$ cat src/rtl/branch_predictor.sv
// Fetch-stage branch predictor: direct-mapped 2-bit BHT with a tagged BTB, trained from EX.
// Optional BRANCH_PRED_STATS_EN adds br_count / mispred_count event counters.
module branch_predictor #(
  parameter  int ENTRIES = 32,
  localparam int IDX_W   = $clog2(ENTRIES)
) (
  input  logic        clk,
  input  logic        rst_n,
  input  logic [31:0] if_pc,
  output logic        pred_taken,
  output logic [31:0] pred_target,
  output logic [31:0] next_pc,
  input  logic        ex_valid,
  input  logic        ex_stall,
  input  logic [31:0] ex_pc,
  input  logic        ex_taken,
  input  logic [31:0] ex_target,
  input  logic        ex_pred_taken,
  input  logic [31:0] ex_pred_target,
  output logic        mispredict,
`ifdef BRANCH_PRED_STATS_EN
  output logic [31:0] br_count,
  output logic [31:0] mispred_count,
`endif
  output logic [31:0] redirect_pc
);

  localparam int TAG_W = 30 - IDX_W;

  logic [ENTRIES-1:0] r_valid;
  logic [TAG_W-1:0]   r_tag    [ENTRIES];
  logic [31:0]        r_target [ENTRIES];
  logic [1:0]         r_ctr    [ENTRIES];

  logic [IDX_W-1:0] w_ifIdx;
  logic [TAG_W-1:0] w_ifTag;
  logic             w_ifHit;
  logic [IDX_W-1:0] w_exIdx;
  logic [TAG_W-1:0] w_exTag;
  logic             w_exHit;
  logic             w_upd;

  assign w_ifIdx = if_pc[IDX_W+1:2];
  assign w_ifTag = if_pc[31:IDX_W+2];
  assign w_ifHit = r_valid[w_ifIdx] && (r_tag[w_ifIdx] == w_ifTag);

  assign w_exIdx = ex_pc[IDX_W+1:2];
  assign w_exTag = ex_pc[31:IDX_W+2];
  assign w_exHit = r_valid[w_exIdx] && (r_tag[w_exIdx] == w_exTag);

  // Gating with rst_n keeps outputs quiet for the whole reset window.
  assign w_upd = rst_n & ex_valid & ~ex_stall;

  assign pred_taken  = rst_n & w_ifHit & r_ctr[w_ifIdx][1];
  assign pred_target = r_target[w_ifIdx];
  assign next_pc     = pred_taken ? pred_target : (if_pc + 32'd4);

  assign mispredict  = w_upd & ((ex_taken != ex_pred_taken) |
                       (ex_taken & ex_pred_taken & (ex_target != ex_pred_target)));
  assign redirect_pc = ex_taken ? ex_target : (ex_pc + 32'd4);

  // Table training; lookups see the old contents until the edge commits.
  always_ff @(posedge clk or negedge rst_n) begin
    if (!rst_n) begin
      r_valid <= '0;
      for (int i = 0; i < ENTRIES; i++) begin
        r_tag[i]    <= '0;
        r_target[i] <= '0;
        r_ctr[i]    <= 2'b01;
      end
    end else if (w_upd) begin
      if (w_exHit) begin
        if (ex_taken) begin
          r_target[w_exIdx] <= ex_target;
          if (r_ctr[w_exIdx] != 2'b11)
            r_ctr[w_exIdx] <= r_ctr[w_exIdx] + 2'd1;
        end else if (r_ctr[w_exIdx] != 2'b00) begin
          r_ctr[w_exIdx] <= r_ctr[w_exIdx] - 2'd1;
        end
      end else if (ex_taken) begin
        r_valid[w_exIdx]  <= 1'b1;
        r_tag[w_exIdx]    <= w_exTag;
        r_target[w_exIdx] <= ex_target;
        r_ctr[w_exIdx]    <= 2'b10;
      end
    end
  end

`ifdef BRANCH_PRED_STATS_EN
  logic [31:0] r_brCount;
  logic [31:0] r_mispredCount;

  always_ff @(posedge clk or negedge rst_n) begin
    if (!rst_n) begin
      r_brCount      <= '0;
      r_mispredCount <= '0;
    end else begin
      if (w_upd)
        r_brCount <= r_brCount + 32'd1;
      if (mispredict)
        r_mispredCount <= r_mispredCount + 32'd1;
    end
  end

  assign br_count      = r_brCount;
  assign mispred_count = r_mispredCount;
`endif

endmodule
$ cat config.mk
export PLATFORM = sky130hd
export DESIGN_NAME = branch_predictor
export DESIGN_NICKNAME = d
export VERILOG_FILES = /design/src/rtl/branch_predictor.sv
export SDC_FILE = /design/constraint.sdc
export NUM_CORES = 2
export LEC_CHECK = 0
export ABC_AREA = 1
export BUFFER_PORTS_ARGS = -buffer_cell sky130_fd_sc_hd__buf_4
export CORE_MARGIN = 3
export CORE_UTILIZATION = 50
export CTS_BUF_LIST = sky130_fd_sc_hd__clkbuf_2 sky130_fd_sc_hd__clkbuf_4 sky130_fd_sc_hd__clkbuf_8
export DETAILED_ROUTE_END_ITERATION = 10
export HOLD_SLACK_MARGIN = 0.02
export MAX_ROUTING_LAYER = met4
export PLACE_DENSITY = 0.71
export SLEW_MARGIN = 30
export SYNTH_ARGS = -nofsm -noshare
export SYNTH_HDL_FRONTEND = slang
export SYNTH_SLANG_ARGS = --single-unit
export TNS_END_PERCENT = 20
$ cat constraint.sdc
create_clock -name clk -period 2.2 [get_ports clk]
set_input_delay 0.11 -clock clk [delete_from_list [all_inputs] [get_ports clk]]
set_output_delay 0.11 -clock clk [all_outputs]
set_load 0.005 [all_outputs]
Word level (Yosys, flattened, before mapping)
Cells that the tools add are included.
{"block": "op_classes", "div_mod_pow": 0, "eq_ne": 6, "reduce_logical": 10, "mux": 38, "bitwise_logic": 16, "magnitude_cmp": 6, "multipliers": 0, "addsub": 4, "shift": 0}
{"cell": "$bwmux W1024", "count": 1}
{"cell": "$bwmux W800", "count": 1}
{"cell": "$mux W64", "count": 5}
{"cell": "$bmux W25 S5", "count": 2}
{"cell": "$bmux W32 S5", "count": 1}
{"cell": "$demux W32 S5", "count": 1}
{"cell": "$mux W32", "count": 5}
{"cell": "$bwmux W64", "count": 2}
{"cell": "$demux W25 S5", "count": 1}
{"cell": "$mux W25", "count": 5}
{"cell": "$add A32 B3 Y32 const B", "count": 2}
{"cell": "$or A32 B32 Y32", "count": 2}
{"cell": "$eq A25 B25 Y1", "count": 2}
{"cell": "$and A32 B32 Y32", "count": 1}
{"cell": "$ne A32 B32 Y1", "count": 1}
{"cell": "$not A32 Y32", "count": 1}
{"cell": "$bmux W2 S5", "count": 2}
{"cell": "$ge A6 B6 Y1 const B", "count": 2}
{"cell": "$lt A5 B6 Y1 const B", "count": 2}
{"cell": "$not A5 Y6", "count": 2}
{"cell": "$bmux W1 S5", "count": 2}
{"cell": "$demux W2 S5", "count": 1}
{"cell": "$mux W2", "count": 5}
{"cell": "$and A1 B1 Y1", "count": 7}
{"cell": "16 further kinds", "count": 24}
{"block": "totals", "memories": 0, "mem_bits_rw": 0, "input_bits": 134, "output_inout_bits": 98, "latchBits": 0, "mem_bits_ro": 0, "wordCells": 177, "register_bits": 1920}

Logic depth before layout (Yosys ltp)
{"block": "logic_depth", "depth_word": 9, "depth_mapped": 25, "mapped_depth_nobuf": 22}

Worst setup path after synthesis
No wires, ideal clock.
{"block": "synth_timing", "kind": "in2reg", "start": "input ex_pc[2]", "end": "register r_ctr[41] (netlist name)", "n_path_buf": 6, "cell_stages": 17, "setup_time_ns": 0.066, "setup_slack_ns": -0.960, "t_arrival_ns": 3.093, "required_time_ns": 2.134, "cell_sequence": "buf_6 inv_2 buf_2 clkbuf_1 clkbuf_1 clkbuf_1 a21oi_1 o21ai_0 nand2_1 a22o_1 nor4_1 ha_1 xnor2_1 nand3b_1 clkbuf_1 nand4_1 nand2_1"}
{"block": "synth_between", "elab_chain_cells": 9, "elab_cells_between_ends": 32, "classes_between": "add/sub: 2; order compare: 2; eq/ne: 3; mux: 17; bitwise: 2; reduce/logical: 6"}
{"element": "start, declared", "line": "15", "source": "input logic [31:0] ex_pc,"}
{"element": "$not A5 Y6 (not written as such)"}
{"element": "$bmux W2 S5 (tied with other cells)"}
{"element": "$mux W2 (not written as such) or $logic_and A1 B1 Y1 (tied branches)"}
{"element": "$mux W2, on equally long branches"}
{"element": "$sub A2 B1 Y2 (tied with other cells)", "line": "78", "source": "r_ctr[w_exIdx] <= r_ctr[w_exIdx] - 2'd1;"}
{"element": "$bwmux W64, on equally long branches", "line": "78, 76"}
{"element": "$mux W64, on equally long branches", "line": "77, 75"}
{"element": "$mux W64", "line": "73", "source": "if (ex_taken) begin"}
{"element": "$mux W64", "line": "72", "source": "if (w_exHit) begin"}
{"element": "end signal, assigned by index", "line": "76", "source": "r_ctr[w_exIdx] <= r_ctr[w_exIdx] + 2'd1;"}
{"element": "end signal, assigned by index", "line": "78"}
{"element": "end, declared", "line": "33", "source": "logic [1:0] r_ctr [ENTRIES];"}
Several ways; a longest one is shown, not always the timed one. The select of a mux whose other input is x is not followed.
A chain may end at the register's enable or synchronous reset.

Final worst setup path
{"block": "layout_timing", "start": "register r_tag[248] (netlist name)", "end": "output next_pc[27]"}
{"block": "layout_between", "elab_chain_cells": 8}
{"element": "start, declared", "line": "31", "source": "logic [TAG_W-1:0] r_tag [ENTRIES];"}
{"element": "start signal, assigned by index", "line": "82", "source": "r_tag[w_exIdx] <= w_exTag;"}
{"element": "$bmux W25 S5", "line": "45", "source": "assign w_ifHit = r_valid[w_ifIdx] && (r_tag[w_ifIdx] == w_ifTag);"}
{"element": "$mux W25 (not written as such) (2 in a row)", "line": "45"}
{"element": "$eq A25 B25 Y1", "line": "45"}
{"element": "$logic_and A1 B1 Y1", "line": "45"}
{"element": "$and A1 B1 Y1 (2 in a row)", "line": "54", "source": "assign pred_taken = rst_n & w_ifHit & r_ctr[w_ifIdx][1];"}
{"element": "$mux W32", "line": "56", "source": "assign next_pc = pred_taken ? pred_target : (if_pc + 32'd4);"}
{"element": "end, declared", "line": "12", "source": "output logic [31:0] next_pc,"}
Every way passes these cells. The select of a mux whose other input is x is not followed.

==> metrics.md <==
| Metric | Value |
|---|---|
| Outcome | finished, violations left |
| Failing checks | negative hold slack, negative setup slack |
| Max IR drop VDD | 0.681 mV |
| Count leader, synth | nand2_1 |
| DRT met1 WL | 157000 um |
| Reg-to-reg slack, setup | -1.02 ns |
| Ranking of synthesized cells by area | dfrtp_1 47%, nand2_1 15%, o21ai_0 14% |
| RSZ-0062 raised after global routing | yes |
| Synthesized flop and latch total | 1920 |
| Post-Layout Inst Area | 130000 um2 |
| Sink Count | 1920 |
| Fillers | 16400 |
| Share of layout cells above drive strength 1 | 21.9% |
| Area of placed instances | 116000 um2 |
| Yosys cell types | 46 |
| Hold slack | -0.00108 ns |
| Via-per-instance ratio | 6.10 |
| Number of buffers created by CTS | 348 |
| Total routed wirelength | 451000 um |
| Area of the multi-input gates | 46600 um2 |
| Area Growth Syn to Fin | 30.4% |
| Clk_lat worst skew | 1.11 ns |
| CP Class | register to primary output |
| P_int | 62.3 mW |
| Final setup TNS | -804.36 ns |
| Hpwl dp | 281000 um |
| Logic pwr share | 15.8% |
| Slew headroom | 37.5% |
| Part of the power in registers | 43.3% |
| Sequential cell area | 48100 um2 |
| Met2 WL | 193000 um |
| Switching power | 25.6 mW |
| Critical Path RT | 2.09 ns |
| RePlAce Congestion | 1.04 |
| Clock-pin slew on the worst setup and hold paths | 0.06 ns |
| YS warnings | 0 |
| Clock H-tree levels | 5 |
| First-pass GRT wire length | 641000 um |
| Worst-path fanout max | 7 |
| PnR Total Power | 87.8 mW |
| Chip height | 453 um |
| FP Rows | 163 |
| Seq/Total Area, Yosys | 48.2% |
| DIE AREA | 205000 um2 |
| Ys async rst share | 100% |
| Cell area after synthesis | 99700 um2 |
| Detailed Route Iter0 Violations | 15800 |
| DR top layer | met4 |
| Endpoints failing setup | 1081 |
| Longest Clk Path Bufs | 4 |
| Syn Area/Cell | 7.42 um2 |
| Vias in the first global route | 101000 |
| Die span in x | 453 um |
| Mapped Nets | 13600 |
| I/O pin count | 232 |
| Critical Path Source Type | register |
| EDFF count, synth | 0 |
| Fin crit period | 4.05 ns |
| Top-area cell type share of the netlist area | 47.4% |
| Period utilization | 184% |
| Fin. Hold Viols | 1 |
| Critical path arrival | 3.94 ns |
| Dominant cell type by area after synthesis | dfrtp_1 |
| Remaining antenna violation count | 0 |
| Commonest cells post-synth | 3933 x nand2_1, 2786 x o21ai_0, 1888 x dfrtp_1, 1082 x nor2_1, 708 x inv_1 |
| Vias | 108000 |
| Fmax | 0.247 GHz |
| Max-Cap Viols | 0 |
| GRT overflow | 0 |
| First drt pass iteration count | 7 |
| Slew @ Worst Pin | 0.938 ns |
| Reg2Reg Launch Point | r_tag[141]$_DFFE_PN0P_ |
| Remaining routing DRC violations | 0 |
| Largest net degree at the start of global routing | 189 |
| Worst hold path class | primary input to asynchronous set/reset pin |
| Predominant post-synthesis flop cell | dfrtp_1 |
| Clk_skew | 0.101 ns |
| Leakage | 62.1 nW |
| PnR worst setup slack | -1.85 ns |
| Port-buffer cells | 231 |
| Final Max Slew Viols | 0 |
| Nets | 14900 |
| Sw Share | 29.1% |
| R2R cell count | 20 |
| Met3 routed WL | 53900 um |
| Pwr/cell area | 675 nW/um2 |
| Wire length per cell | 25.5 um |
| Initial Util | 50.4% |
| CTS root buf | clkbuf_8 |
| CTS tree | built |
| Pre-CTS setup slack | -1.52 ns |
| Antenna violations before repair | 21 |
| Clock share of power | 41.0% |
| CP Capture Type | primary output |
| Mapped Cells | 13400 |
| Tot GR Track Use | 42.7% |
| Reg-to-reg critical path endpoint | r_tag[410]$_DFFE_PN0P_ |
| Core region area | 198000 um2 |
[registers in the layout, indices dropped and copies added (netlist names)]
register,flops
r_target,1024
r_ctr,64
r_valid,32
r_tag,800
[cell usage in the layout, fill, tap and decap left out, types with 33 or more instances in the layout]
cell type	n
clkinv_2	53
nand2_2	173
dlygate4sd3_1	75
o22ai_1	227
o21ai_0	2623
buf_12	330
o221ai_1	75
nand3_2	75
nor2_2	33
o21ai_2	88
nand3_1	468
clkbuf_4	93
dfrtp_1	1887
inv_1	687
buf_6	93
xor2_1	44
nor2_1	1015
o21ai_1	187
nor3_1	34
a21oi_1	350
o211ai_1	103
nor2_4	47
clkbuf_8	436
clkbuf_16	44
nand3_4	34
nand4_1	132
buf_4	1531
nand2_1	3704
nand2_4	58
[cell type report]
| cell class | instances | area share, % |
|---|---|---|
| inverter | 730 | 2.14 |
| clock buffer | 529 | 5.15 |
| sequential | 1920 | 37.0 |
| clock inverter | 71 | 0.418 |
| tap | 2640 | 2.54 |
| timing repair buffer | 2118 | 17.0 |
| multi-input combinational | 9647 | 35.8 |
| antenna | 20 | 0.0385 |
[metal layers]
layer	up-vias	global-route usage [%]
met5	-	-
li1	47000	-
met3	2113	9.28
met2	7562	62.4
met4	0	34.5
met1	51100	50.9
[worst max-delay path by stage]
stage / start / end / slack, ns / cells past startpoint
after CTS: r_tag[248]$_DFFE_PN0P_ / next_pc[26] / -1.76 / 15
after detailed placement: ex_pc[2] / r_ctr[43]$_DFFE_PN0P_ / -1.52 / 22
after floorplan: ex_pc[2] / r_ctr[1]$_DFFE_PN0P_ / -0.44 / 16
after global routing: r_ctr[17]$_DFFE_PN0P_ / next_pc[3] / -1.87 / 19
after global placement: ex_pc[2] / r_tag[727]$_DFFE_PN0P_ / -1.46 / 24
final: r_tag[248]$_DFFE_PN0P_ / next_pc[27] / -1.85 / 15
[stage by stage]
stage                     utilization [%]  hold WS (ns)  instances
after global placement               58.7         0.159      16800
after detailed placement             58.7         0.164      16800
after floorplan                         -        -0.186      13400
after CTS                            64.0        0.0239      17500
after global routing                 65.8        0.0640      17700
final                                65.8      -0.00108      17700
[what timing repair did]
item                                    CTS  global route
gates cloned                             26            49
buffers inserted                         34            85
hold buffers                             80             0
endpoints found under the hold margin  3797             0
resized for setup                       399           535
setup endpoints to repair               984          1208
pin swaps                               130           148
[cells by family after synthesis]
kind of cell | count (synthesis) | synth area share [%]
buffers and inverters | 1871 | 7.80
adder cells (fa/ha/maj) | 8 | 0.100
flip-flops | 1920 | 48.2
AND/OR/NAND/NOR | 5813 | 23.3
multiplexers | 3 | 0.0301
AO/OA/AOI/OAI | 3743 | 19.9
XOR/XNOR | 78 | 0.685
[worst max-delay path, stage by stage, from the launching register on]
cell and delay [ns]:
dfrtp_1 0.40, buf_6 0.13, o211ai_1 0.16, nand3_1 0.14, nand3_2 0.14, nand4_1 0.40
buf_4 0.32, nand3_2 0.07, nand4_1 0.06, nand3b_1 0.22, nor2_4 0.19, buf_12 0.16
buf_8 0.15, nand3_2 0.08, nand2_2 0.09, buf_6 0.10
[power by group through the flow]
| stage | registers [mW] | logic, mW | clock network (mW) |
|---|---|---|---|
| 5_1_grt | 38.1 | 14.9 | 37.6 |
| 3_5_place_dp | 38.5 | 12.6 | 0 |
| 3_3_place_gp | 38.4 | 12.4 | 0 |
| 6_report | 38.0 | 13.9 | 36.0 |
| 4_1_cts | 37.9 | 13.1 | 36.0 |
| 2_1_floorplan | 38.3 | 5.99 | 0 |
No activity file was read; power rests on OpenSTA's default activity.
